<file path="src/rtl/cdc_pkg.sv">
// rtl/cdc_pkg.sv - shared constants and helpers for pointer/bit CDC crossings
package cdc_pkg;

  localparam int SYNC_STAGE_MIN = 2;
  localparam int SYNC_STAGE_MAX = 4;
  localparam int ERR_CNT_W      = 8;
  localparam int CDC_MAX_W      = 32;

  // Zero-extended inputs convert correctly, so callers of any width up to
  // CDC_MAX_W cast in and truncate the result back out.
  function automatic logic [CDC_MAX_W-1:0] gray2bin(input logic [CDC_MAX_W-1:0] gray);
    logic [CDC_MAX_W-1:0] b;
    b[CDC_MAX_W-1] = gray[CDC_MAX_W-1];
    for (int i = CDC_MAX_W - 2; i >= 0; i--) begin
      b[i] = b[i+1] ^ gray[i];
    end
    return b;
  endfunction

  function automatic logic popcount_gt1(input logic [CDC_MAX_W-1:0] v);
    return (v & (v - CDC_MAX_W'(1))) != '0;
  endfunction

endpackage

</file>
<file path="src/rtl/cdc_sync_chain.sv">
// rtl/cdc_sync_chain.sv - N-stage synchroniser flop chain with hard and soft clear
module cdc_sync_chain #(
  parameter int WIDTH     = 1,
  parameter int STAGES    = 2,
  parameter bit SW_RST_EN = 1'b1
) (
  input  logic             clk_i,
  input  logic             rst_ni,
  input  logic             sw_rst_i,
  input  logic [WIDTH-1:0] d_i,
  output logic [WIDTH-1:0] q_o
);

  logic [STAGES-1:0][WIDTH-1:0] stage_q;
  logic                         soft_clr;

  assign soft_clr = SW_RST_EN && sw_rst_i;

  always_ff @(posedge clk_i or negedge rst_ni) begin
    if (!rst_ni) begin
      stage_q <= '0;
    end else if (soft_clr) begin
      stage_q <= '0;
    end else begin
      stage_q[0] <= d_i;
      for (int k = 1; k < STAGES; k++) begin
        stage_q[k] <= stage_q[k-1];
      end
    end
  end

  assign q_o = stage_q[STAGES-1];

endmodule

</file>
<file path="src/rtl/ptr_cdc_sync.sv">
// rtl/ptr_cdc_sync.sv - Gray pointer synchroniser with binary output, warm-up flag and Gray health check
module ptr_cdc_sync
  import cdc_pkg::*;
#(
  parameter int ADDRESS_WIDTH = 4,
  parameter int SYNC_STAGE    = 2,
  parameter int SOFT_RESET    = 3,
  parameter int CHECK_EN      = 1
) (
  input  logic                     clk,
  input  logic                     hw_rst_n,
  input  logic                     sw_rst,
  input  logic [ADDRESS_WIDTH:0]   din,
  output logic [ADDRESS_WIDTH:0]   sync_gray,
  output logic [ADDRESS_WIDTH:0]   sync_bin,
  output logic                     ptr_valid,
  output logic                     ptr_changed,
  output logic                     gray_err,
  output logic [ERR_CNT_W-1:0]     err_cnt
);

  localparam int                PTR_W    = ADDRESS_WIDTH + 1;
  localparam int                CNT_W    = $clog2(SYNC_STAGE + 2);
  localparam logic [CNT_W-1:0]  CNT_DONE = CNT_W'(SYNC_STAGE + 1);
  localparam bit                SW_EN    = (SOFT_RESET == 2) || (SOFT_RESET == 3);

  if (SYNC_STAGE < SYNC_STAGE_MIN || SYNC_STAGE > SYNC_STAGE_MAX) begin : g_bad_stage
    $error("ptr_cdc_sync: SYNC_STAGE must be within 2..4");
  end

  logic             soft_clr;
  logic [PTR_W-1:0] bin_q, bin_d;
  logic [CNT_W-1:0] cnt_q, cnt_d;
  logic             changed_q, changed_d;

  assign soft_clr = SW_EN && sw_rst;

  cdc_sync_chain #(
    .WIDTH     (PTR_W),
    .STAGES    (SYNC_STAGE),
    .SW_RST_EN (SW_EN)
  ) u_chain (
    .clk_i    (clk),
    .rst_ni   (hw_rst_n),
    .sw_rst_i (sw_rst),
    .d_i      (din),
    .q_o      (sync_gray)
  );

  assign ptr_valid = (cnt_q == CNT_DONE);

  always_comb begin
    bin_d     = PTR_W'(gray2bin(CDC_MAX_W'(sync_gray)));
    cnt_d     = ptr_valid ? cnt_q : cnt_q + CNT_W'(1);
    changed_d = ptr_valid && (bin_d != bin_q);
  end

  always_ff @(posedge clk or negedge hw_rst_n) begin
    if (!hw_rst_n) begin
      bin_q     <= '0;
      cnt_q     <= '0;
      changed_q <= 1'b0;
    end else if (soft_clr) begin
      bin_q     <= '0;
      cnt_q     <= '0;
      changed_q <= 1'b0;
    end else begin
      bin_q     <= bin_d;
      cnt_q     <= cnt_d;
      changed_q <= changed_d;
    end
  end

  assign sync_bin    = bin_q;
  assign ptr_changed = changed_q;

  if (CHECK_EN != 0) begin : g_check
    logic [PTR_W-1:0]     ptr_q;
    logic                 err_q, err_d;
    logic [ERR_CNT_W-1:0] err_cnt_q, err_cnt_d;
    logic                 flag;

    // Checking waits for warm-up so the chain filling from zero is not flagged.
    always_comb begin
      flag      = ptr_valid && popcount_gt1(CDC_MAX_W'(sync_gray ^ ptr_q));
      err_d     = err_q | flag;
      err_cnt_d = (flag && (err_cnt_q != '1)) ? err_cnt_q + ERR_CNT_W'(1) : err_cnt_q;
    end

    always_ff @(posedge clk or negedge hw_rst_n) begin
      if (!hw_rst_n) begin
        ptr_q     <= '0;
        err_q     <= 1'b0;
        err_cnt_q <= '0;
      end else if (soft_clr) begin
        ptr_q     <= '0;
        err_q     <= 1'b0;
        err_cnt_q <= '0;
      end else begin
        ptr_q     <= sync_gray;
        err_q     <= err_d;
        err_cnt_q <= err_cnt_d;
      end
    end

    assign gray_err = err_q;
    assign err_cnt  = err_cnt_q;
  end else begin : g_no_check
    assign gray_err = 1'b0;
    assign err_cnt  = '0;
  end

endmodule

</file>
<file path="config.mk">
export PLATFORM = sky130hd
export DESIGN_NAME = ptr_cdc_sync
export DESIGN_NICKNAME = d
export VERILOG_FILES = /design/src/rtl/cdc_pkg.sv /design/src/rtl/cdc_sync_chain.sv /design/src/rtl/ptr_cdc_sync.sv
export SDC_FILE = /design/constraint.sdc
export NUM_CORES = 1
export LEC_CHECK = 0
export BUFFER_PORTS_ARGS = -buffer_cell sky130_fd_sc_hd__buf_2
export CORE_MARGIN = 5
export CORE_UTILIZATION = 45
export CTS_BUF_LIST = sky130_fd_sc_hd__clkbuf_16
export DETAILED_ROUTE_END_ITERATION = 12
export HOLD_SLACK_MARGIN = 0.1
export PLACE_DENSITY = 0.75
export SYNTH_ARGS = -nofsm -noshare
export SYNTH_HDL_FRONTEND = slang
export SYNTH_SLANG_ARGS = --single-unit
export TNS_END_PERCENT = 5
</file>
<file path="constraint.sdc">
create_clock -name clk -period 5.25 [get_ports clk]
set_clock_uncertainty 0.15 [all_clocks]
set_input_delay 0.525 -clock clk [delete_from_list [all_inputs] [get_ports clk]]
set_output_delay 0.525 -clock clk [all_outputs]
set_load 0.005 [all_outputs]
</file>
# Yosys cells after proc, flatten, opt, wreduce, memory -nomap -nowiden
# Index checks and enable logic that the tools add are counted.
# Widths: inputs -> output; s select.
totals:
  ff_bits: 32
  out_inout_bits: 21
op_classes:
  addsub: 3
  n_eq_ne: 4
  n_mux: 9
  bitwise_logic: 7
  reduce_logical: 5
ops:
  columns: ["cell", "count"]
  rows:
  - ["$and 5x32->32", 1]
  - ["$reduce_bool 32->1", 1]
  - ["$mux 8", 2]
  - ["$mux 10", 1]
  - ["$mux 5", 2]
  - ["$add 8x1->8 const B", 1]
  - ["$ne 8x8->1 const B", 1]
  - ["$sub 5x1->6 const B", 1]
  - ["$ne 5x5->1", 1]
  - ["$xor 5x5->5", 1]
  - ["$mux 2", 2]
  - ["$xor 1x1->1", 4]
  - ["$logic_and 1x1->1", 3]
  - ["$add 2x1->2 const B", 1]
  - ["$eq 2x2->1 const B", 1]
  - ["$mux 1", 2]
  - ["$ne 2x2->1 const B", 1]
  - ["$reduce_bool 2->1", 1]
  - ["$or 1x1->1", 1]

# Depth between registers and ports, before layout
depth:
  depth_word: 8
  ltp_mapped: 7

# By module
# Synthesis repeated with hierarchy kept, for this count alone.
hier_totals:
  hier_cells: 135
  area_unflattened_um2: 1448.9
by_module_without_submodules:
  columns: ["module", "n_inst", "cells_per_inst", "area_each_um2", "seq_area_each_um2"]
  rows:
  - ["ptr_cdc_sync", 1, 110, 1098.6, 525.5]
  - ["cdc_sync_chain", 1, 25, 350.3, 250.2]

# Worst setup path after synthesis
# OpenSTA, ideal clock, no wires.
synth_path:
  kind: "reg-to-reg"
  startpoint: "reg u_chain.stage_q, in the netlist u_chain.q_o[3]"
  endpoint: "reg g_check.err_cnt_q[6] (netlist: err_cnt[6])"
  arrival_time_ps: 1607
  t_required_ps: 4980
  slack_ps: 3373
  stages_incl_launch_ff: 7
  n_path_buf: 1
  synth_period_minus_slack_ps: 1877
  cell_sequence: "dfrtp_1 -> buf_4 -> xnor2_1 -> o211ai_1 -> o211ai_2 -> or4b_1 -> o211a_1"
synth_between:
  elab_chain_cells: 7
synth_lines:
  columns: ["item", "line_no", "text"]
  rows:
  - ["from (decl)", "cdc_sync_chain.sv:14", "logic [STAGES-1:0][WIDTH-1:0] stage_q;"]
  - ["from (signal, indexed assignment)", "cdc_sync_chain.sv:27", "stage_q[k] <= stage_q[k-1];"]
  - ["$xor 5x5->5 *", "ptr_cdc_sync.sv:85", "flag = ptr_valid && popcount_gt1(CDC_MAX_W'(sync_gray ^ ptr_q));"]
  - ["$sub 5x1->6", "cdc_pkg.sv:21", "return (v & (v - CDC_MAX_W'(1))) != '0;"]
  - ["$and 5x32->32 *", "cdc_pkg.sv:21", null]
  - ["$reduce_bool 32->1 *", "cdc_pkg.sv:21", null]
  - ["$logic_and 1x1->1 *", "ptr_cdc_sync.sv:85", null]
  - ["$logic_and 1x1->1 *", "ptr_cdc_sync.sv:87", "err_cnt_d = (flag && (err_cnt_q != '1)) ? err_cnt_q + ERR_CNT_W'(1) : err_cnt_q;"]
  - ["$reduce_bool 2->1 (no line) *", null, null]
  - ["to (signal assigned)", "ptr_cdc_sync.sv:102", "err_cnt_q <= err_cnt_d;"]
  - ["to (decl)", "ptr_cdc_sync.sv:80", "logic [ERR_CNT_W-1:0] err_cnt_q, err_cnt_d;"]
# Every way passes the cells marked *; elsewhere a longest branch is shown, timed or not.
# A chain may end at the register's enable or synchronous reset.

# Final worst setup path
layout_path:
  startpoint: "reg u_chain.stage_q, in the netlist u_chain.q_o[3]"
  endpoint: "reg g_check.err_cnt_q[3] (netlist: err_cnt[3])"
# The elaborated chain is that of the path after synthesis.

==> metrics.md <==
| Metric | Value |
|---|---|
| Total GRT Usage | `13.9%` |
| Clk buf depth | `2` |
| Final Hold Fails | `0` |
| Worst EP required | `5290 ps` |
| Worst slew margin | `54.8%` |
| Pwr/cell area | `340 mW/mm^2` |
| Via count | `1,044` |
| Wire per inst | `13.1 microns` |
| Insertion delay to the later sink of the worst-skew pair | `270 ps` |
| Filler Cells Inserted | `287` |
| Worst min-delay path class | `input port to async pin` |
| Peak VDD IR | `181 uV` |
| Commonest cells post-synth | `dfrtp_1, nor2b_1, nor2_1` |
| GP Congestion | `0.840` |
| CTS Sinks | `31` |
| Sequential fraction of the synthesis area | `53.5%` |
| Slew Viols, Final | `0` |
| Worst-margin pin slew | `677 ps` |
| H-tree depth | `2` |
| Hold_ws | `138 ps` |
| Post-placement cell count | `195` |
| Worst-path clk slew | `50 ps` |
| Num CTS Buffers | `5` |
| Avg Vias per Cell | `5.14` |
| Pin count of the biggest net entering global routing | `32` |
| Slowest stage delay, CP | `590 ps` |
| Peak Freq | `0.469 GHz` |
| Final wirelength | `2.66 mm` |
| Antenna violations before repair | `0` |
| Post-layout minimum cycle time | `2130 ps` |
| Worst R2R Path Depth | `5` |
| Status | `completed` |
| Number of flops mapped to enable cells by yosys | `0` |
| Hold_buf cts | `0` |
| Initial Util | `47.1%` |
| Synth Flop Type | `dfrtp_1` |
| CP Data Arrival Time | `2170 ps` |
| R2r startpoint | `u_chain.q_o[3]$_DFF_PN0_` |
| CTS tree | `yes` |
| Ys Warns | `0` |
| DR pass1 iterations | `4` |
| Number of global-route vias before repair | `1,029` |
| Unique cell type count in the Yosys netlist | `35` |
| Final Util | `55.8%` |
| Layout area overhead | `18.4%` |
| Num ports | `29` |
| CP endpoint kind | `register` |
| Share of the synthesized area in the top cell type | `53.5%` |
| Rows | `20` |
| Nets@finish | `168` |
| CP Class | `register to register` |
| Port Buffers | `28` |
| Cell count after synthesis | `135` |
| Area leader, netlist | `dfrtp_1` |
| Synthesized flop and latch total | `31` |
| Global route overflow | `0` |
| Die width | `66.8 microns` |
| Placement Setup Slack | `3150 ps` |
| Final Instance Area | `0.00172 sq mm` |
| Hpwl dp | `1.80 mm` |
| Initial DRC count | `43` |
| CP Cell Sequence | `xnor2_1 > o211ai_1 > o211ai_2 > or4_1 > a21oi_1` |
| ANT nets after route | `0` |
| Die footprint | `0.00446 sq mm` |
| Syn_nets | `145` |
| Crit share post-route | `40.6%` |
| Final Non-Filler Cells | `203` |
| Post-Syn Area | `0.00145 sq mm` |
| Share of layout cells above drive strength 1 | `25.2%` |
| DR DRC count | `0` |
| First-pass GRT wire length | `4.58 mm` |
| Max FO, Critical Path | `14` |
| Post-route worst setup slack | `3120 ps` |
| Async SR Flop Fraction | `100%` |
| Ant diodes | `0` |
| Fin Setup TNS | `0 ps` |
| Die height | `66.8 microns` |
| Leakage | `0.847 nW` |
| Overall Power | `0.583 mW` |
| Crit path launch type | `register` |
| Max_cap viols | `0` |
| Post-CTS Resized | `0` |
| Dominant cells by area after synthesis | `dfrtp_1, nor2b_1, buf_4` |
| Critical R2R Capture | `err_cnt[3]$_DFFE_PN0P_` |
| Count leader, synth | `dfrtp_1` |
| Core area | `0.00308 sq mm` |
| RSZ-0062 raised after global routing | `false` |
| Root buffer cell | `clkbuf_16` |
| Setup slack, reg-to-reg | `3120 ps` |
| Syn Area/Cell | `10.7 sq um` |
| Post-Place Cell Area | `0.00157 sq mm` |
| Final setup fails | `0` |
| Post-CTS setup buffer count | `0` |
| Crit-path slowest cell | `or4_1` |
-- how the worst max path moves through the flow --
stage               slack, ps                      from                endpoint  cells past startpoint
floorplan                3370  u_chain.q_o[3]$_DFF_PN0_  err_cnt[6]$_DFFE_PN0P_                      6
CTS                      3110  u_chain.q_o[3]$_DFF_PN0_  err_cnt[3]$_DFFE_PN0P_                      5
global route             2980  u_chain.q_o[3]$_DFF_PN0_  err_cnt[3]$_DFFE_PN0P_                      5
global placement         3210  u_chain.q_o[3]$_DFF_PN0_  err_cnt[0]$_DFFE_PN0P_                      5
detailed placement       3150  u_chain.q_o[3]$_DFF_PN0_  err_cnt[0]$_DFFE_PN0P_                      5
finish                   3120  u_chain.q_o[3]$_DFF_PN0_  err_cnt[3]$_DFFE_PN0P_                      5
-- report_power, final --
part	internal (mW)	total, mW	leakage, nW	switching, mW
Combinational	0.0228	0.0515	0.363	0.0287
Sequential	0.250	0.258	0.419	0.00757
Clock	0.174	0.273	0.0658	0.0994
-- layout make-up --
class / count / area [sq um] / share of cell area [%]
clock buffers: 5 / 125 / 7.29
repair buffers: 28 / 140 / 8.16
clock inverters: 3 / 20.0 / 1.17
well taps: 44 / 55.1 / 3.21
inverters: 3 / 11.3 / 0.656
flip-flops and latches: 31 / 776 / 45.2
multi-input cells: 89 / 589 / 34.3
-- worst max-delay path: cells and delay by family (launching register included) --
| family | cells | cell delay, ps |
|---|---|---|
| compound gates | 3 | 660 |
| simple gates | 1 | 590 |
| flops | 1 | 460 |
| xor+xnor | 1 | 190 |
-- logic make-up (layout without fill, tap and decap cells) --
| kind of cell | Yosys count | after routing | synth area share [%] |
|---|---|---|---|
| AOI/OAI and AO/OA | 22 | 22 | 10.5 |
| buffers and inverters | 15 | 39 | 5.87 |
| muxes | 4 | 4 | 2.85 |
| DFF | 31 | 31 | 53.5 |
| and+or+nand+nor | 50 | 50 | 18.9 |
| adders and majority gates | 2 | 2 | 1.73 |
| xor gates and xnor gates | 11 | 11 | 6.64 |
-- flip-flops by register name (all words and copies together) (netlist names) --
| register | flops |
|---|---|
| err_cnt | 8 |
| u_chain.stage_q | 5 |
| sync_bin | 5 |
| ptr_changed | 1 |
| gray_err | 1 |
| u_chain.q_o | 5 |
| cnt_q | 2 |
| g_check.ptr_q | 4 |
-- cells in the final DEF, fill, tap and decap left out, types with 3 or more instances in the layout --
cell,instances
xor2_1,5
or3_1,4
inv_1,3
dfrtp_1,31
nand2_1,5
a21oi_1,8
xnor2_1,6
nor2_1,10
clkbuf_16,5
buf_2,28
o21ai_0,3
nand3_1,6
mux2i_1,3
nor2b_1,16
-- metal layers --
layer	vias to the layer above	share of wire, %	track usage [%]
met5	-	0	0
met4	0	1.7	5.33
met3	6	5.7	4.55
met2	30	51	24.0
met1	510	41	15.7
li1	498	-	-
No activity file was read; power rests on OpenSTA's default activity.
